**src/rtl/hub75_pkg.sv**
```systemverilog
// Shared types and helpers for the HUB75 content sources: channel indices,
// pattern modes, FSM states and the bit-depth scaling function.
package hub75_pkg;

  localparam int unsigned CH_RED   = 0;
  localparam int unsigned CH_GREEN = 1;
  localparam int unsigned CH_BLUE  = 2;

  typedef enum logic [1:0] {
    MODE_SOLID = 2'd0,
    MODE_HGRAD = 2'd1,
    MODE_VGRAD = 2'd2,
    MODE_XOR   = 2'd3
  } mode_e;

  typedef enum logic [2:0] {
    ST_IDLE      = 3'd0,
    ST_PIXELS    = 3'd1,
    ST_ROW_STORE = 3'd2,
    ST_ROW_WAIT  = 3'd3,
    ST_SWAP      = 3'd4,
    ST_SWAP_WAIT = 3'd5
  } state_e;

  // Left-align a w-bit value into np bits; result sits in the low np bits.
  function automatic logic [31:0] scale(input logic [31:0] x,
                                        input int unsigned w,
                                        input int unsigned np);
    if (w > np) return x >> (w - np);
    return x << (np - w);
  endfunction

endpackage

```
**src/rtl/hub75_pattern_gen_if.sv**
```systemverilog
// Frame buffer write port: pixel stream plus row-commit and swap handshakes.
interface hub75_pattern_gen_if #(
  parameter int unsigned N_ROWS   = 64,
  parameter int unsigned N_COLS   = 64,
  parameter int unsigned N_CHANS  = 3,
  parameter int unsigned N_PLANES = 8
);
  localparam int unsigned LOG_N_ROWS = $clog2(N_ROWS);
  localparam int unsigned LOG_N_COLS = $clog2(N_COLS);

  logic [LOG_N_ROWS-1:0]         wr_row_addr;
  logic [LOG_N_COLS-1:0]         wr_col_addr;
  logic [N_CHANS*N_PLANES-1:0]   wr_data;
  logic                          wr_valid;
  logic                          wr_ready;
  logic                          row_store;
  logic                          row_ready;
  logic                          frame_swap;
  logic                          frame_rdy;

  modport master (
    output wr_row_addr, wr_col_addr, wr_data, wr_valid, row_store, frame_swap,
    input  wr_ready, row_ready, frame_rdy
  );

  modport slave (
    input  wr_row_addr, wr_col_addr, wr_data, wr_valid, row_store, frame_swap,
    output wr_ready, row_ready, frame_rdy
  );
endinterface

```
**src/rtl/hub75_pattern_pix.sv**
```systemverilog
// Pixel renderer: registers the colour for (mode, row, col, F) presented as
// next-cycle coordinates, so data lines up with the registered addresses.
module hub75_pattern_pix
  import hub75_pkg::*;
#(
  parameter int unsigned N_ROWS   = 64,
  parameter int unsigned N_COLS   = 64,
  parameter int unsigned N_CHANS  = 3,
  parameter int unsigned N_PLANES = 8
) (
  input  logic                          clk,
  input  logic                          rst_n,
  input  logic                          i_load,
  input  mode_e                         i_mode,
  input  logic [$clog2(N_ROWS)-1:0]     i_row,
  input  logic [$clog2(N_COLS)-1:0]     i_col,
  input  logic [N_PLANES-1:0]           i_f,
  output logic [N_CHANS*N_PLANES-1:0]   o_data
);
  localparam int unsigned LOG_N_ROWS = $clog2(N_ROWS);
  localparam int unsigned LOG_N_COLS = $clog2(N_COLS);
  localparam int unsigned LOG_N_XOR  = (LOG_N_ROWS > LOG_N_COLS) ? LOG_N_ROWS : LOG_N_COLS;
  localparam int unsigned DW         = N_CHANS * N_PLANES;

  logic [N_PLANES-1:0] w_col_s, w_row_s, w_xor_s;
  logic [N_PLANES-1:0] w_red, w_grn, w_blu;
  logic [DW-1:0]       w_data;
  logic [DW-1:0]       r_data;

  always_comb begin
    w_col_s = N_PLANES'(scale(32'(i_col), LOG_N_COLS, N_PLANES));
    w_row_s = N_PLANES'(scale(32'(i_row), LOG_N_ROWS, N_PLANES));
    w_xor_s = N_PLANES'(scale(32'(i_col) ^ 32'(i_row), LOG_N_XOR, N_PLANES));
    w_red   = '1;
    w_grn   = '1;
    w_blu   = '1;
    case (i_mode)
      MODE_HGRAD: begin w_red = w_col_s; w_grn = w_col_s; w_blu = w_col_s; end
      MODE_VGRAD: begin w_red = w_row_s; w_grn = w_row_s; w_blu = w_row_s; end
      MODE_XOR:   begin w_red = w_col_s ^ i_f; w_grn = w_row_s ^ i_f; w_blu = w_xor_s ^ i_f; end
      default:    ;
    endcase
  end

  // Channels beyond blue replicate blue.
  always_comb begin
    w_data = '0;
    for (int unsigned c = 0; c < N_CHANS; c++) begin
      if (c == CH_RED)        w_data[c*N_PLANES +: N_PLANES] = w_red;
      else if (c == CH_GREEN) w_data[c*N_PLANES +: N_PLANES] = w_grn;
      else                    w_data[c*N_PLANES +: N_PLANES] = w_blu;
    end
  end

  always_ff @(posedge clk or negedge rst_n) begin
    if (!rst_n) r_data <= '0;
    else        r_data <= i_load ? w_data : '0;
  end

  assign o_data = r_data;
endmodule

```
**src/rtl/hub75_pattern_gen.sv**
```systemverilog
// Test-pattern frame producer: streams one frame into the HUB75 back buffer,
// commits each row, then requests a buffer swap and repeats while enabled.
module hub75_pattern_gen
  import hub75_pkg::*;
#(
  parameter int unsigned N_ROWS   = 64,
  parameter int unsigned N_COLS   = 64,
  parameter int unsigned N_CHANS  = 3,
  parameter int unsigned N_PLANES = 8
) (
  input  logic                  clk,
  input  logic                  rst_n,
  input  logic                  cfg_enable,
  input  logic [1:0]            cfg_mode,
  output logic [15:0]           frame_cnt,
  hub75_pattern_gen_if.master   fb
);
  localparam int unsigned LOG_N_ROWS = $clog2(N_ROWS);
  localparam int unsigned LOG_N_COLS = $clog2(N_COLS);

  state_e                 r_state, w_state_nxt;
  logic [LOG_N_ROWS-1:0]  r_row, w_row_nxt, r_wr_row;
  logic [LOG_N_COLS-1:0]  r_col, w_col_nxt, r_wr_col;
  mode_e                  r_mode, w_mode_nxt;
  logic [N_PLANES-1:0]    r_f, w_f_nxt;
  logic [15:0]            r_frame_cnt, w_frame_cnt_nxt;
  logic                   r_wr_valid, w_wr_valid_nxt;
  logic                   r_row_store, w_row_store_nxt;
  logic                   r_frame_swap, w_frame_swap_nxt;
  logic                   w_xfer, w_last_col, w_last_row;

  assign w_xfer     = r_wr_valid & fb.wr_ready;
  assign w_last_col = (r_col == LOG_N_COLS'(N_COLS - 1));
  assign w_last_row = (r_row == LOG_N_ROWS'(N_ROWS - 1));

  always_ff @(posedge clk or negedge rst_n) begin
    if (!rst_n) r_state <= ST_IDLE;
    else        r_state <= w_state_nxt;
  end

  always_comb begin
    w_state_nxt = r_state;
    case (r_state)
      ST_IDLE:      if (cfg_enable) w_state_nxt = ST_PIXELS;
      ST_PIXELS:    if (w_xfer && w_last_col) w_state_nxt = ST_ROW_STORE;
      ST_ROW_STORE: w_state_nxt = ST_ROW_WAIT;
      ST_ROW_WAIT:  if (fb.row_ready) w_state_nxt = w_last_row ? ST_SWAP : ST_PIXELS;
      ST_SWAP:      w_state_nxt = ST_SWAP_WAIT;
      ST_SWAP_WAIT: if (fb.frame_rdy) w_state_nxt = cfg_enable ? ST_PIXELS : ST_IDLE;
      default:      w_state_nxt = ST_IDLE;
    endcase
  end

  // Counter and output next values; the pattern seed F is the count at frame start.
  always_comb begin
    w_row_nxt       = r_row;
    w_col_nxt       = r_col;
    w_mode_nxt      = r_mode;
    w_f_nxt         = r_f;
    w_frame_cnt_nxt = r_frame_cnt;
    case (r_state)
      ST_IDLE: if (cfg_enable) begin
        w_mode_nxt = mode_e'(cfg_mode);
        w_row_nxt  = '0;
        w_col_nxt  = '0;
        w_f_nxt    = N_PLANES'(r_frame_cnt);
      end
      ST_PIXELS: if (w_xfer) w_col_nxt = r_col + LOG_N_COLS'(1);
      ST_ROW_WAIT: if (fb.row_ready && !w_last_row) begin
        w_row_nxt = r_row + LOG_N_ROWS'(1);
        w_col_nxt = '0;
      end
      ST_SWAP_WAIT: if (fb.frame_rdy) begin
        w_frame_cnt_nxt = r_frame_cnt + 16'd1;
        if (cfg_enable) begin
          w_mode_nxt = mode_e'(cfg_mode);
          w_row_nxt  = '0;
          w_col_nxt  = '0;
          w_f_nxt    = N_PLANES'(r_frame_cnt + 16'd1);
        end
      end
      default: ;
    endcase
    w_wr_valid_nxt   = (w_state_nxt == ST_PIXELS);
    w_row_store_nxt  = (w_state_nxt == ST_ROW_STORE);
    w_frame_swap_nxt = (w_state_nxt == ST_SWAP);
  end

  always_ff @(posedge clk or negedge rst_n) begin
    if (!rst_n) begin
      r_row        <= '0;
      r_col        <= '0;
      r_mode       <= MODE_SOLID;
      r_f          <= '0;
      r_frame_cnt  <= '0;
      r_wr_valid   <= 1'b0;
      r_row_store  <= 1'b0;
      r_frame_swap <= 1'b0;
      r_wr_row     <= '0;
      r_wr_col     <= '0;
    end else begin
      r_row        <= w_row_nxt;
      r_col        <= w_col_nxt;
      r_mode       <= w_mode_nxt;
      r_f          <= w_f_nxt;
      r_frame_cnt  <= w_frame_cnt_nxt;
      r_wr_valid   <= w_wr_valid_nxt;
      r_row_store  <= w_row_store_nxt;
      r_frame_swap <= w_frame_swap_nxt;
      r_wr_row     <= w_wr_valid_nxt ? w_row_nxt : '0;
      r_wr_col     <= w_wr_valid_nxt ? w_col_nxt : '0;
    end
  end

  hub75_pattern_pix #(
    .N_ROWS  (N_ROWS),
    .N_COLS  (N_COLS),
    .N_CHANS (N_CHANS),
    .N_PLANES(N_PLANES)
  ) u_pix (
    .clk   (clk),
    .rst_n (rst_n),
    .i_load(w_wr_valid_nxt),
    .i_mode(w_mode_nxt),
    .i_row (w_row_nxt),
    .i_col (w_col_nxt),
    .i_f   (w_f_nxt),
    .o_data(fb.wr_data)
  );

  assign fb.wr_valid    = r_wr_valid;
  assign fb.wr_row_addr = r_wr_row;
  assign fb.wr_col_addr = r_wr_col;
  assign fb.row_store   = r_row_store;
  assign fb.frame_swap  = r_frame_swap;
  assign frame_cnt      = r_frame_cnt;
endmodule
```
**src/flat_wrapper.sv**
```systemverilog
// flat-port wrapper written by rule: the top's interface ports become plain ports
module hub75_pattern_gen_flat import hub75_pkg::*;
#(
  parameter int unsigned N_ROWS   = 64,
  parameter int unsigned N_COLS   = 64,
  parameter int unsigned N_CHANS  = 3,
  parameter int unsigned N_PLANES = 8
)
  (clk, rst_n, cfg_enable, cfg_mode, frame_cnt, fb_wr_row_addr, fb_wr_col_addr, fb_wr_data, fb_wr_valid, fb_row_store, fb_frame_swap, fb_wr_ready, fb_row_ready, fb_frame_rdy);
  hub75_pattern_gen_if #(.N_ROWS(N_ROWS), .N_COLS(N_COLS), .N_CHANS(N_CHANS), .N_PLANES(N_PLANES)) fb_i ();
  input  logic clk;
  input  logic rst_n;
  input  logic cfg_enable;
  input  logic [1:0] cfg_mode;
  output logic [15:0] frame_cnt;
  output wire logic [$bits(fb_i.wr_row_addr)-1:0] fb_wr_row_addr;
  output wire logic [$bits(fb_i.wr_col_addr)-1:0] fb_wr_col_addr;
  output wire logic [$bits(fb_i.wr_data)-1:0] fb_wr_data;
  output wire logic [$bits(fb_i.wr_valid)-1:0] fb_wr_valid;
  output wire logic [$bits(fb_i.row_store)-1:0] fb_row_store;
  output wire logic [$bits(fb_i.frame_swap)-1:0] fb_frame_swap;
  input wire logic [$bits(fb_i.wr_ready)-1:0] fb_wr_ready;
  input wire logic [$bits(fb_i.row_ready)-1:0] fb_row_ready;
  input wire logic [$bits(fb_i.frame_rdy)-1:0] fb_frame_rdy;
  assign fb_wr_row_addr = fb_i.wr_row_addr;
  assign fb_wr_col_addr = fb_i.wr_col_addr;
  assign fb_wr_data = fb_i.wr_data;
  assign fb_wr_valid = fb_i.wr_valid;
  assign fb_row_store = fb_i.row_store;
  assign fb_frame_swap = fb_i.frame_swap;
  assign fb_i.wr_ready = fb_wr_ready;
  assign fb_i.row_ready = fb_row_ready;
  assign fb_i.frame_rdy = fb_frame_rdy;
  hub75_pattern_gen #(.N_ROWS(N_ROWS), .N_COLS(N_COLS), .N_CHANS(N_CHANS), .N_PLANES(N_PLANES)) u_core (.clk(clk), .rst_n(rst_n), .cfg_enable(cfg_enable), .cfg_mode(cfg_mode), .frame_cnt(frame_cnt), .fb(fb_i));
endmodule
```
**config.mk**
```make
export PLATFORM = sky130hd
export DESIGN_NAME = hub75_pattern_gen_flat
export DESIGN_NICKNAME = d
export VERILOG_FILES = /design/src/rtl/hub75_pkg.sv /design/src/rtl/hub75_pattern_gen_if.sv /design/src/rtl/hub75_pattern_pix.sv /design/src/rtl/hub75_pattern_gen.sv /design/src/flat_wrapper.sv
export SDC_FILE = /design/constraint.sdc
export NUM_CORES = 1
export LEC_CHECK = 0
export CAP_MARGIN = 10
export CORE_UTILIZATION = 35
export DETAILED_ROUTE_END_ITERATION = 10
export GPL_ROUTABILITY_DRIVEN = 0
export HOLD_SLACK_MARGIN = 0.12
export PLACE_DENSITY = 0.64
export SLEW_MARGIN = 20
export SYNTH_ARGS = -nofsm -noshare
export SYNTH_HDL_FRONTEND = slang
export SYNTH_HIERARCHICAL = 1
export SYNTH_SLANG_ARGS = --single-unit
```
**constraint.sdc**
```tcl
create_clock -name clk -period 3.9 [get_ports clk]
set_input_delay 0.975 -clock clk [delete_from_list [all_inputs] [get_ports clk]]
set_output_delay 0.975 -clock clk [all_outputs]
set_load 0.02 [all_outputs]
```
==> run_results.csv <==
group,metric,value,unit
yosys,yosysTopAreaCell,"dfrtp_1",
place,port_buffers,62,
sta,finalSetupViolations,0,
status,status,"finished, final reports clean",
setup_path,cp_max_fo,9,
sta,finalCriticalPeriod,3.39,ns
finish,num_antenna_cells,0,
routing,vias_per_cell,5.52,
finish,final_core_util,0.455,
yosys,ys_ff_latch,76,
finish,final_cell_mix,"dfrtp_1 (76), clkdlybuf4s50_1 (61), nand2_1 (45), nor2_1 (24), o21ai_1 (24)",
routing,first_pass_iters,5,
floorplan,io_pins,63,
yosys,synth-warning-count,6,
cts,h-tree-depth,3,
floorplan,die-area,11700,um2
yosys,async_reset_ff_frac,1.00,
sta,fmax,295,MHz
yosys,synth_top_area_frac,0.481,
power_and_ir_drop,netSwitchingFraction,0.383,
finish,fin_nets,468,
finish,synthToLayoutAreaGrowth,25.7,%
global_routing,grtUsageTotal,0.181,
setup_path,crit_type,"primary input to flip-flop",
floorplan,dieHeight,108,um
routing,drt-wirelength-per-cell,16.4,um
global_routing,grt.busiest_layer,"met2",
sta,hold_viol_final,0,
yosys,synth_edf_count,0,
power_and_ir_drop,combPwrFrac,0.440,
cts,cts_sinks,76,
power_and_ir_drop,p_switching,1.36,mW
cts,cts_tree,"done",
floorplan,core_area,10900,um2
yosys,synth_area_leaders,"dfrtp_1 (48%), nand2_1 (4.3%), o21ai_1 (3.0%)",
cts,clock_latency,0.33,ns
yosys,syn_nets,414,
power_and_ir_drop,powerDensity,715,nW/um2
sta,rsz0062_at_grt,"no",
yosys,syn_area,3960,um2
yosys,synth_top_flop_cell,"dfrtp_1",
power_and_ir_drop,p_seq_frac,0.319,
yosys,synthCells,403,
yosys,ys_seq_area_frac,0.481,
cts,cts_root_buffer,"clkbuf_16",
power_and_ir_drop,clkPwrFrac,0.241,
global_routing,grt_antenna_before_repair,0,
global_routing,grt_pass1_vias,3208,
global_routing,grt_pass1_wl,16200,um
power_and_ir_drop,p_leak,2.08,nW
cts,ctsLongestPathBuffers,2,
power_and_ir_drop,internal_power,2.20,mW
sta,tns,0,ns
cts,post_cts_resized,0,
yosys,ys_types,65,
floorplan,fp.dieW,108,um
min_path,hold_path.class,"flip-flop to flip-flop",
cts,cts_buffers,9,
global_routing,grt_max_degree,77,
sta,slew_headroom,0.311,
cts,path_clk_slew,0.06,ns
routing,via_count,3326,
cts,postCtsSetupRepairBufs,0,
cts,hold_buffers,0,
floorplan,fp-row-count,38,
setup_path,required,4.17,ns
power_and_ir_drop,ir_drop,332,uV
sta,maxSlewViolCount,0,
global_routing,globalRouteMet3Util,0.0386,
finish,final_common_cell,"dfrtp_1",
setup_path,startpoint_type,"primary input",
sta,fin_crit_sh,0.869,
routing,ant_nets,0,
setup_path,arrival,3.66,ns
global_routing,overflow,0,
sta,worst_slew_pin_slew,1.02,ns
routing,routed_wl,9880,um
yosys,syn_area_per_cell,9.82,um2
place,dp_hpwl,6970,um
routing,dr.first_iter.drc_count,140,
setup_path,critPathCaptureType,"flip-flop",
sta,finalClockSkew,0.00773,ns
global_routing,grt_util_met2,0.289,
floorplan,start_util,0.362,
routing,remaining_drc_errors,0,
global_routing,use_met1,0.241,
finish,drive_gt1_frac,0.0931,
run,max_cap_viol_count,0,
-- synthesized netlist by cell type (7+ instances only) --
| cell | instances |
|---|---|
| dfrtp_1 | 76 |
| nand2_1 | 45 |
| nor2_1 | 24 |
| o21ai_1 | 24 |
| nand3_1 | 20 |
| a21oi_1 | 17 |
| xnor2_1 | 11 |
| xor2_1 | 11 |
| inv_1 | 10 |
| nand2b_1 | 10 |
| a211oi_1 | 9 |
| buf_2 | 9 |
| and2_1 | 8 |
| buf_4 | 8 |
| o21ai_0 | 8 |
| o22ai_1 | 7 |
-- layout make-up --
type	count	area (um2)
multi-input combinational	290	1870
sequential	76	1900
clock buffer	11	253
inverter	13	48.8
clock inverter	5	60.1
fill	1060	5960
timing repair buffer	67	668
tap	140	175
-- sequential cells by signal (all words and copies together), names as in the netlist --
signal and flops:
u_core/fb.frame_swap 1, u_core/fb.row_store 1, u_core/fb.wr_col_addr 6, u_core/fb.wr_row_addr 6, u_core/fb.wr_valid 1, u_core/frame_cnt 16
u_core/r_col 6, u_core/r_f 8, u_core/r_mode 2, u_core/r_row 6, u_core/r_state 3, u_core/u_pix/o_data 20
-- per-stage QoR --
stage	cell area, um2	instances	setup slack, ns	hold WS [ns]	power, mW
2_1_floorplan	3960	403	1.14	0.475	2.16
3_3_place_gp	4650	586	0.357	0.457	2.69
3_5_place_dp	4650	586	0.255	0.472	2.71
4_1_cts	4970	602	0.582	0.484	3.59
5_1_grt	4970	602	0.373	0.507	3.78
6_report	4970	602	0.509	0.477	3.56
-- final timing paths --
kind | to | from | slack, ns | depth (start not counted)
min reg2reg | u_core/frame_cnt[15]$_DFFE_PN0P_ | u_core/frame_cnt[15]$_DFFE_PN0P_ | 0.48 | 1
max reg2reg | u_core/u_pix/o_data[23]$_DFF_PN0_ | u_core/r_state[2]$_DFF_PN0_ | 0.96 | 6
min in group asynchronous | u_core/fb.row_store$_DFF_PN0_ | rst_n | 0.77 | 1
max | u_core/u_pix/o_data[23]$_DFF_PN0_ | fb_frame_rdy | 0.51 | 7
max in group asynchronous | u_core/u_pix/o_data[4]$_DFF_PN0_ | rst_n | 2.49 | 1
min | u_core/frame_cnt[15]$_DFFE_PN0P_ | u_core/frame_cnt[15]$_DFFE_PN0P_ | 0.48 | 1
-- worst max-delay path: stages --
cell             delay, ns
clkdlybuf4s50_1       0.54
nand3_1               0.17
or2_1                 0.37
o311ai_1              0.90
and4b_1               0.29
o31ai_1               0.21
o311a_1               0.20
-- logic make-up after synthesis --
| kind of cell | Yosys count | synth area share |
|---|---|---|
| flops | 76 | 0.481 |
| compound gates | 110 | 0.197 |
| simple gates | 150 | 0.201 |
| mux | 5 | 0.0139 |
| fa+ha+maj | 3 | 0.00949 |
| xor+xnor | 22 | 0.0487 |
| buf+inv | 37 | 0.0493 |
-- routing by layer --
layer,up-vias,wire length (um)
li1,1568,-
met1,1636,4570
met2,107,4650
met3,15,506
met4,0,164
met5,-,0
-- power by group through the flow --
stage	logic, mW	clock network (mW)	registers, mW
after floorplan	0.872	0	1.29
after global placement	1.54	0	1.15
after detailed placement	1.56	0	1.15
after CTS	1.57	0.878	1.14
after global routing	1.71	0.916	1.16
final	1.57	0.855	1.13
Note: power is estimated with default switching activity, not from simulation.
